===== config.mk =====
export PLATFORM = sky130hd
export DESIGN_NAME = scramble_sequencer
export DESIGN_NICKNAME = d
export VERILOG_FILES = /design/src/rtl/scramble_sequencer.sv
export SDC_FILE = /design/constraint.sdc
export NUM_CORES = 1
export LEC_CHECK = 0
export BUFFER_PORTS_ARGS = -buffer_cell sky130_fd_sc_hd__buf_4
export CORE_UTILIZATION = 37
export CTS_CLUSTER_DIAMETER = 100
export CTS_CLUSTER_SIZE = 12
export DETAILED_ROUTE_END_ITERATION = 10
export HOLD_SLACK_MARGIN = 0.1
export PLACE_DENSITY = 0.63
export SLEW_MARGIN = 20
export SYNTH_ARGS = -nofsm -noshare
export SYNTH_HDL_FRONTEND = slang
export SYNTH_SLANG_ARGS = --single-unit

===== constraint.sdc =====
create_clock -name sysclk -period 1.58 [get_ports sysclk]
set_input_delay 0.079 -clock sysclk [delete_from_list [all_inputs] [get_ports sysclk]]
set_output_delay 0.079 -clock sysclk [all_outputs]
set_load 0.005 [all_outputs]

===== src/rtl/scramble_sequencer.sv =====
// Front-end for the GPU command inputs: passes keypad commands through when idle,
// or plays back a pseudo-random sequence of cursor moves and row/column shifts.
module scramble_sequencer #(
    parameter int          NUM_STEPS = 32,
    parameter logic [15:0] LFSR_SEED = 16'hACE1
) (
    input  logic       sysclk,
    input  logic       rst_n,
    input  logic       start,
    input  logic       abort,
    input  logic [3:0] user_instruction,
    input  logic       user_scramble,
    output logic [3:0] instruction,
    output logic       scramble,
    output logic       busy,
    output logic       done
);

    typedef enum logic [2:0] {
        IDLE,
        LOAD,
        MOVE,
        MOVE_GAP,
        SHIFT,
        SHIFT_GAP,
        DONE
    } state_t;

    localparam logic [15:0] LFSR_MASK  = 16'hB400;
    localparam logic [15:0] LFSR_INIT  = (LFSR_SEED == 16'h0000) ? 16'h0001 : LFSR_SEED;
    localparam logic [7:0]  STEP_LIMIT = 8'(NUM_STEPS);

    state_t      state_q, state_d;
    logic [15:0] lfsr_q, lfsr_d;
    logic [7:0]  step_q, step_d;
    logic [3:0]  cnt_q, cnt_d;
    logic [3:0]  dir_q, dir_d;
    logic [3:0]  mv_q, mv_d;
    logic [3:0]  instr_q, instr_d;
    logic        scr_q, scr_d;
    logic        busy_q, busy_d;
    logic        done_q, done_d;

    logic [3:0]  dir_w;
    logic [3:0]  cnt_w;
    logic [3:0]  mv_w;
    logic [3:0]  cnt_dec;

    // Free-running so that the moment the user presses start picks the sequence.
    always_comb begin
        lfsr_d = {1'b0, lfsr_q[15:1]} ^ (lfsr_q[0] ? LFSR_MASK : 16'h0000);
    end

    always_comb begin
        dir_w   = {2'b00, lfsr_q[1:0]} + 4'd1;
        cnt_w   = lfsr_q[5:2];
        mv_w    = ((dir_w == 4'd2) || (dir_w == 4'd3)) ? 4'd4 : 4'd2;
        cnt_dec = (cnt_q != 4'd0) ? (cnt_q - 4'd1) : 4'd0;
    end

    // Next-state logic; the *_d output values are what appears while in state_d.
    always_comb begin
        state_d = state_q;
        step_d  = step_q;
        cnt_d   = cnt_q;
        dir_d   = dir_q;
        mv_d    = mv_q;
        instr_d = 4'd0;
        scr_d   = 1'b0;
        busy_d  = 1'b0;
        done_d  = 1'b0;

        case (state_q)
            IDLE: begin
                if (start && !abort) begin
                    state_d = LOAD;
                    busy_d  = 1'b1;
                    step_d  = 8'd0;
                end else begin
                    instr_d = user_instruction;
                    scr_d   = user_scramble;
                end
            end
            LOAD: begin
                dir_d  = dir_w;
                cnt_d  = cnt_w;
                mv_d   = mv_w;
                busy_d = 1'b1;
                if (cnt_w != 4'd0) begin
                    state_d = MOVE;
                    instr_d = mv_w;
                end else begin
                    state_d = SHIFT;
                    instr_d = dir_w;
                    scr_d   = 1'b1;
                end
            end
            MOVE: begin
                state_d = MOVE_GAP;
                busy_d  = 1'b1;
            end
            MOVE_GAP: begin
                cnt_d  = cnt_dec;
                busy_d = 1'b1;
                if (cnt_dec != 4'd0) begin
                    state_d = MOVE;
                    instr_d = mv_q;
                end else begin
                    state_d = SHIFT;
                    instr_d = dir_q;
                    scr_d   = 1'b1;
                end
            end
            SHIFT: begin
                state_d = SHIFT_GAP;
                busy_d  = 1'b1;
            end
            SHIFT_GAP: begin
                step_d = step_q + 8'd1;
                if ((step_q + 8'd1) == STEP_LIMIT) begin
                    state_d = DONE;
                    done_d  = 1'b1;
                end else begin
                    state_d = LOAD;
                    busy_d  = 1'b1;
                end
            end
            DONE: begin
                state_d = IDLE;
            end
            default: begin
                state_d = IDLE;
            end
        endcase

        // Abort drops any half-finished step; the GPU just sees a quiet cycle.
        if (abort && busy_q) begin
            state_d = DONE;
            instr_d = 4'd0;
            scr_d   = 1'b0;
            busy_d  = 1'b0;
            done_d  = 1'b1;
        end
    end

    always_ff @(posedge sysclk or negedge rst_n) begin
        if (!rst_n) begin
            state_q <= IDLE;
            lfsr_q  <= LFSR_INIT;
            step_q  <= 8'd0;
            cnt_q   <= 4'd0;
            dir_q   <= 4'd0;
            mv_q    <= 4'd0;
            instr_q <= 4'd0;
            scr_q   <= 1'b0;
            busy_q  <= 1'b0;
            done_q  <= 1'b0;
        end else begin
            state_q <= state_d;
            lfsr_q  <= lfsr_d;
            step_q  <= step_d;
            cnt_q   <= cnt_d;
            dir_q   <= dir_d;
            mv_q    <= mv_d;
            instr_q <= instr_d;
            scr_q   <= scr_d;
            busy_q  <= busy_d;
            done_q  <= done_d;
        end
    end

    assign instruction = instr_q;
    assign scramble    = scr_q;
    assign busy        = busy_q;
    assign done        = done_q;

endmodule


# ---- Yosys cells after proc, flatten, opt, wreduce, memory -nomap -nowiden
# Index checks and enable logic that the tools add are counted.
dict set report op_classes {
  reduce_logical 12
  bitwise 1
  add_sub_neg 3
  muxes 29
  n_eq_ne 10
}
# cell n
set op_table {}
lappend op_table {{$mux W3} 7}
lappend op_table {{$pmux W3 S6} 1}
lappend op_table {{$mux W16} 1}
lappend op_table {{$mux W4} 4}
lappend op_table {{$pmux W8 S2} 1}
lappend op_table {{$xor A15 B16 Y16} 1}
lappend op_table {{$eq A3 B2 Y1 const B} 4}
lappend op_table {{$pmux W4 S3} 1}
lappend op_table {{$reduce_bool A4 Y1} 3}
lappend op_table {{$mux W1} 10}
lappend op_table {{$add A8 B1 Y8 const B} 1}
lappend op_table {{$eq A8 B6 Y1 const B} 1}
lappend op_table {{$mux W8} 1}
lappend op_table {{$pmux W4 S2} 1}
lappend op_table {{$eq A3 B3 Y1 const B} 2}
lappend op_table {{$pmux W1 S3} 2}
lappend op_table {{$reduce_bool A2 Y1} 2}
lappend op_table {{$reduce_or A4 Y1} 1}
lappend op_table {{$sub A4 B1 Y4 const B} 1}
lappend op_table {{$add A2 B1 Y3 const B} 1}
lappend op_table {{$eq A3 B1 Y1 const B} 1}
lappend op_table {{$logic_not A3 Y1} 1}
lappend op_table {{$ne A3 B3 Y1 const B} 1}
lappend op_table {{$logic_and A1 B1 Y1} 2}
lappend op_table {{other kinds (4)} 4}
dict set report totals {
  word_cells 65
  in_bits 9
  regBits 46
  output_inout_bits 7
}

# ---- Longest topological paths before layout
# Gate-level depths: netlist (run 1).
dict set report logic_depth {
  depth_word 7
  ltp_mapped 6
  mapped_depth_nobuf 5
}

# ---- Least setup slack after synthesis (run 1)
# No wires, ideal clock.
dict set report synth_path {
  path_kind {reg-to-reg}
  startpoint {reg state_q[0]}
  endpoint {reg step_q[5]}
  t_arrival_ps 1496
  period_less_slack_ps 1617
  setup_slack_ps -37
  path_buffers 0
  stages_incl_launch_ff 5
  setup_time_ps 121
  required_ps 1459
  cell_sequence {dfrtp_1 or4b_1 a21o_1 o21bai_1 a22o_1}
}
dict set report synth_between {
  elab_chain_cells 3
  elab_cells_between_ends 6
  classes_between {eq/ne (2); mux (1); reduce/logical (3)}
}
# element line_no
set synth_lines {}
lappend synth_lines {{from (decl)} 33} ;# state_t state_q, state_d;
lappend synth_lines {{from (signal assigned)} 159} ;# state_q <= state_d;
lappend synth_lines {{$eq A3 B3 Y1 or $logic_not A3 Y1 (tied branches)} 73} ;# case (state_q)
lappend synth_lines {{$reduce_bool A2 Y1 (no line) or $ne A2 B2 Y1 (tied branches)} -}
lappend synth_lines {{$reduce_and A2 Y1 (no line)} -}
lappend synth_lines {{to (signal assigned)} 161} ;# step_q <= step_d;
lappend synth_lines {{to (decl)} 35} ;# logic [7:0] step_q, step_d;
# Several ways; a longest one is shown, not always the timed one.
# A chain may end at the register's enable or synchronous reset.

# ---- Final worst setup path (run 1)
# Ends and elaborated chain as after synthesis.

==> results of run 1 <==
==> per-layer routing <==
layer	share of wire [%]	vias up	routed length, um
li1	-	676	-
met1	47	685	1680
met2	50	23	1790
met3	3.4	2	123
met4	0.22	0	8
met5	0	-	0
==> what timing repair did <==
item | 4_1_cts | 5_1_grt
setup buffers | 1 | 1
endpoints found under the hold margin | 40 | 0
pin swaps | 1 | 0
hold buffers | 6 | 0
gates resized for setup | 0 | 6
setup endpoints to repair | 1 | 14
==> cells in the mapped netlist (2+ instances only) <==
library cell,number
a21oi_1,2
a22o_1,6
a22oi_1,4
a31oi_1,4
a32o_1,2
and2_1,4
and3_1,3
buf_2,4
dfrtp_1,34
dfstp_2,8
ha_1,2
inv_1,2
nand2_1,27
nand2b_1,2
nand3b_1,2
nand4_1,3
nor2_1,9
nor2b_1,2
o21a_1,2
o21ai_1,14
xor2_1,4
==> area by class of cell <==
cell class / count / area share [%]
flip-flops and latches: 42 / 45.3
repair buffers: 35 / 11.9
multi-input cells: 115 / 33.9
clock buffers: 5 / 2.94
inverters: 3 / 0.481
clock inverters: 3 / 1.92
well taps: 67 / 3.58
==> power by group through the flow <==
stage | sequential (mW) | clock [mW] | combinational (mW)
6_report | 1.39 | 0.835 | 1.27
5_1_grt | 1.42 | 0.915 | 1.43
4_1_cts | 1.39 | 0.871 | 1.23
3_5_place_dp | 1.41 | 0 | 1.21
3_3_place_gp | 1.39 | 0 | 1.19
2_1_floorplan | 1.39 | 0 | 0.799
==> flip-flops by register name, indices dropped and copies added, names as in the netlist <==
name,cells
instruction,4
cnt_q,4
done,1
state_q,3
dir_q,3
step_q,8
lfsr_q,16
scramble,1
mv_q,1
busy,1
==> worst max-delay path: cells and delay by family (launching register included) <==
family             cells  cell delay [ns]
AOI/OAI and AO/OA      3             0.58
DFF                    1             0.38
and+or+nand+nor        1             0.50
==> kinds of logic (layout without fill, tap and decap cells) <==
group	Yosys count	after routing	share of synthesized area, %
adder cells (fa/ha/maj)	2	2	1.34
XOR/XNOR	5	5	2.35
buffers and inverters	9	46	2.15
multiplexers	1	1	0.605
AO/OA/AOI/OAI	49	49	20.0
AND/OR/NAND/NOR	58	58	16.6
flip-flops	42	42	57.0
==> how the worst min path moves through the flow <==
stage | to | depth (start not counted) | from | slack (ns)
floorplan | busy | 0 | rst_n | -0.22
global placement | instruction[3] | 1 | rst_n | 0.08
detailed placement | instruction[3] | 1 | rst_n | 0.09
CTS | instruction[0] | 3 | user_instruction[0] | 0.10
global route | instruction[0] | 3 | user_instruction[0] | 0.14
finish | instruction[0] | 3 | user_instruction[0] | 0.12
==> results.toml, run 1 <==
[timing]
worstMarginPinSlew_ns = 0.505
finalSetupViolations = 0
fin_crit_ns = 1.58
clock_skew_ns = 0.00744
rsz0062_at_grt = "yes"
clock.fmax_ghz = 0.634
slew_headroom_pct = 66.3
hold_ws_ns = 0.119
timing.final.ws_setup_ns = 0.00295
hold_viol = 0
tns_ns = 0
finalMaxSlewViolations = 0
fin_crit_sh_pct = 99.8

[die]
core_sq_um = 4790
rows = 25
fp.dieW_um = 72.9
pin_count = 16
die_h_um = 72.9
start_util_pct = 38.9
dieArea_sq_um = 5320

[routing]
viasPerCell = 5.13
drc = 0
postRouteAntennaNets = 0
avgRoutedWirePerCell_um = 13.3
drt_iter0_markers = 92
vias = 1386
first_pass_iters = 4
routed_wirelength_um = 3600

[final_layout]
final-seq-area_sq_um = 1060
post_route_cells_drive_above_1_share_pct = 27.6
n_antenna_cell = 0
fill_cells = 417
final_common_cell = "dfrtp_1"
multi_input_area_sq_um = 795
fin_util_pct = 48.9
area_growth_pct = 25.8
final_cell_mix = "dfrtp_1 (34), buf_4 (29), nand2_1 (27), o21ai_1 (12), nor2_1 (9)"
stdcell_count = 270
final_cell_area_sq_um = 2340
fin_nets = 213

[critical_path]
path_cells = "or4b_1 > a21o_1 > o21bai_1 > a22o_1"
endpoint_kind = "flip-flop"
worstPathArrival_ns = 1.76
required_ns = 1.76
worstRegToRegCells = 4
crit_start = "state_q[0]"
endpoint = "step_q[5]"
slowest_stage = "or4b_1"
cp-start-kind = "flip-flop"
critPathKind = "reg2reg"
reg2reg_from = "state_q[0]"
cp_max_fo = 4
critPathMaxStageDelay_ns = 0.50
r2r_setup_slack_ns = 0.003
rr_endpoint = "step_q[5]"

[synth]
synth_nets = 177
synth_area_sq_um = 1860
yosysSeqAreaShare_pct = 57.0
ys_ff_latch = 42
ys_top_cells_by_area = "dfrtp_1 (46%), dfstp_2 (11%), nand2_1 (5.4%)"
yosysUniqueCellTypes = 47
yosys.area.top_type_share_pct = 45.7
async_flop_share_pct = 100
yosys.area.top_type = "dfrtp_1"
syn_inst = 166
syn_area_per_cell_sq_um = 11.2
synth_edf_count = 0
synth_top_flop_cell = "dfrtp_1"
ys_warn_count = 0

[clocking]
cts-root-buf = "clkbuf_8"
cts_buffers = 5
cts.sinks = 42
cts_tree = "yes"
h-tree-depth = 2
insertion_delay_ns = 0.29
clk_pin_slew_ns = 0.08
cts_max_path_buffers = 2

[global_routing]
track_usage_pct = 15.7
grt-busiest-layer = "met2"
grt.met3_usage_pct = 4.56
grt_pass1_wl_um = 6310
grt_antenna_before_repair = 0
gr-total-overflow = 0
grt_max_degree = 43
use_met2_pct = 25.0
met1_usage_pct = 20.7
grt_pass1_vias = 1329

[placed_design]
place_area_sq_um = 2120
dp_hpwl_um = 2520
place_inst = 254
place_worst_setup_slack_ns = 0.0167
numPortBuffers = 15
routabilityCongestion = 0.789

[job]
cap_viol_max_count = 0

[power]
power.switching_mw = 1.20
pwr-share-clk_pct = 23.8
powerDensity_nw_per_um2 = 1490
swShare_pct = 34.3
p_total_mw = 3.50
p_leak_nw = 1.06
p_int_mw = 2.30
ir_drop_v = 0.000636
combPwrFrac_pct = 36.3
power_frac_seq_pct = 39.8

[min_path]
min_path_type = "in2reg"

[outcome]
outcome = "finished, final reports clean"
(Power assumes the default switching activity.)
==> run 2: changes to the inputs <==
- BUFFER_PORTS_ARGS: -buffer_cell sky130_fd_sc_hd__buf_4 -> not set
- DONT_BUFFER_PORTS: not set -> 1
- PLACE_DENSITY: 0.63 -> 0.6
==> run 2 against run 1 <==
  * The run now ends with negative setup slack left
  * Critical path depth stayed put
  * Sequential cell count stayed put
  * Power is 3.6% higher
  * Routed wire length shrank 0.67%
  * Final cell count shrank 4.8%
  * Core utilization decreased by 1.4 points
  * Sequential power is essentially flat
  * Clock-buffer cell count up 1
  * Sequential share of layout area is 1.4 points higher
  * Register-to-register slack lost 0.02 ns
  * Clock power grew 23%
  * Clock skew is 0.0028 ns higher
  * Largest cell class unchanged
  * Highest routed layer unchanged
==> results.toml, run 2 (same netlist as run 1, synthesis figures left out) <==
[outcome]
outcome = "complete, but fails checks"
violations = "negative setup slack"

[clocking]
cts.sinks = 42
cts_buffers = 5
h-tree-depth = 2
cts_tree = "yes"
insertion_delay_ns = 0.28
cts-root-buf = "clkbuf_8"
cts_max_path_buffers = 2
clk_pin_slew_ns = 0.08

[routing]
postRouteAntennaNets = 0
viasPerCell = 5.31
first_pass_iters = 4
drc = 0
drt_iter0_markers = 101
vias = 1364
routed_wirelength_um = 3580
avgRoutedWirePerCell_um = 13.9

[power]
p_leak_nw = 1.03
p_total_mw = 3.63
ir_drop_v = 0.000656
powerDensity_nw_per_um2 = 1590

[final_layout]
n_antenna_cell = 0
final_cell_area_sq_um = 2280
stdcell_count = 257
post_route_cells_drive_above_1_share_pct = 22.1
final_cell_mix = "dfrtp_1 (32), nand2_1 (27), buf_4 (13), o21ai_1 (12), nor2_1 (9)"
top_register = "lfsr_q"
fin_util_pct = 47.6
final_common_cell = "dfrtp_1"
fin_nets = 200
reg_top3 = "lfsr_q x16, step_q x8"
area_growth_pct = 22.2
largest_reg_flops = 16

[critical_path]
rr_endpoint = "step_q[5]"
reg2reg_from = "state_q[0]"
critPathKind = "reg2reg"
cp-start-kind = "flip-flop"
worstRegToRegCells = 4
worstPathArrival_ns = 1.78
required_ns = 1.76
r2r_setup_slack_ns = -0.01
endpoint_kind = "flip-flop"
cp_max_fo = 4

[die]
core_sq_um = 4790
rows = 25
dieArea_sq_um = 5320
pin_count = 16
die_h_um = 72.9
fp.dieW_um = 72.9
start_util_pct = 38.9

[min_path]
hold_end = "instruction[1]"
whs_path_depth = 4
min_path_type = "in2reg"
min_from = "start"

[timing]
fin_crit_sh_pct = 101
worstMarginPinSlew_ns = 0.374
timing.final.ws_setup_ns = -0.0146
slew_headroom_pct = 74.7
tns_ns = -0.0146
finalSetupViolations = 1
hold_viol = 0
finalMaxSlewViolations = 0
fin_crit_ns = 1.59
hold_ws_ns = 0.180
clock_skew_ns = 0.0102
rsz0062_at_grt = "yes"
clock.fmax_ghz = 0.627

[placed_design]
place_area_sq_um = 2010
numPortBuffers = 0
place_inst = 239
place_worst_setup_slack_ns = 0.0116
routabilityCongestion = 0.792
dp_hpwl_um = 2410

[global_routing]
met1_usage_pct = 21.0
grt_pass1_wl_um = 6160
grt_max_degree = 43
track_usage_pct = 15.2
grt_pass1_vias = 1324
grt-busiest-layer = "met2"
grt_antenna_before_repair = 0
use_met2_pct = 22.3
grt.met3_usage_pct = 5.66
gr-total-overflow = 0

[job]
cap_viol_max_count = 0
-- run 2: report_power, final --
part / switching, mW / internal [mW] / total, mW
sequential: 0.150 / 1.25 / 1.40
combinational: 0.666 / 0.531 / 1.20
clock: 0.357 / 0.674 / 1.03
total: 1.17 / 2.45 / 3.63
-- run 2: timing repair --
item	4_1_cts	5_1_grt
gates resized for setup	1	6
pin swaps	0	4
endpoints found under the setup margin	1	13
hold buffers	8	0
setup buffers	0	2
hold endpoints to repair	51	0
-- run 2: how the worst max path moves through the flow --
stage,from,end,slack (ns),cells after the start
6_report,state_q[0],step_q[5],-0.01,4
5_1_grt,state_q[0],step_q[5],-0.07,4
4_1_cts,state_q[0],step_q[5],0.01,4
3_5_place_dp,state_q[0],instruction[1],0.01,5
3_3_place_gp,step_q[0],state_q[0],0.05,4
2_1_floorplan,state_q[0],step_q[5],0.02,4
-- run 2: metal layers --
layer | wire length (um) | vias to the layer above
li1 | - | 655
met1 | 1780 | 678
met2 | 1640 | 29
met3 | 144 | 2
met4 | 15 | 0
met5 | 0 | -
-- run 2: cell type report --
| cell class | instances | area, sq um |
|---|---|---|
| Multi-Input combinational cell | 115 | 776 |
| Timing Repair Buffer | 22 | 199 |
| Clock inverter | 2 | 60.1 |
| Sequential cell | 42 | 1060 |
| Inverter | 3 | 11.3 |
| Tap cell | 67 | 83.8 |
| Clock buffer | 6 | 82.6 |
| Fill cell | 421 | 2510 |
-- run 2: critical path: stages, from the launching register on --
cell	delay, ns
dfrtp_1	0.38
or4b_1	0.50
a21o_1	0.24
o21bai_1	0.17
a22o_1	0.20
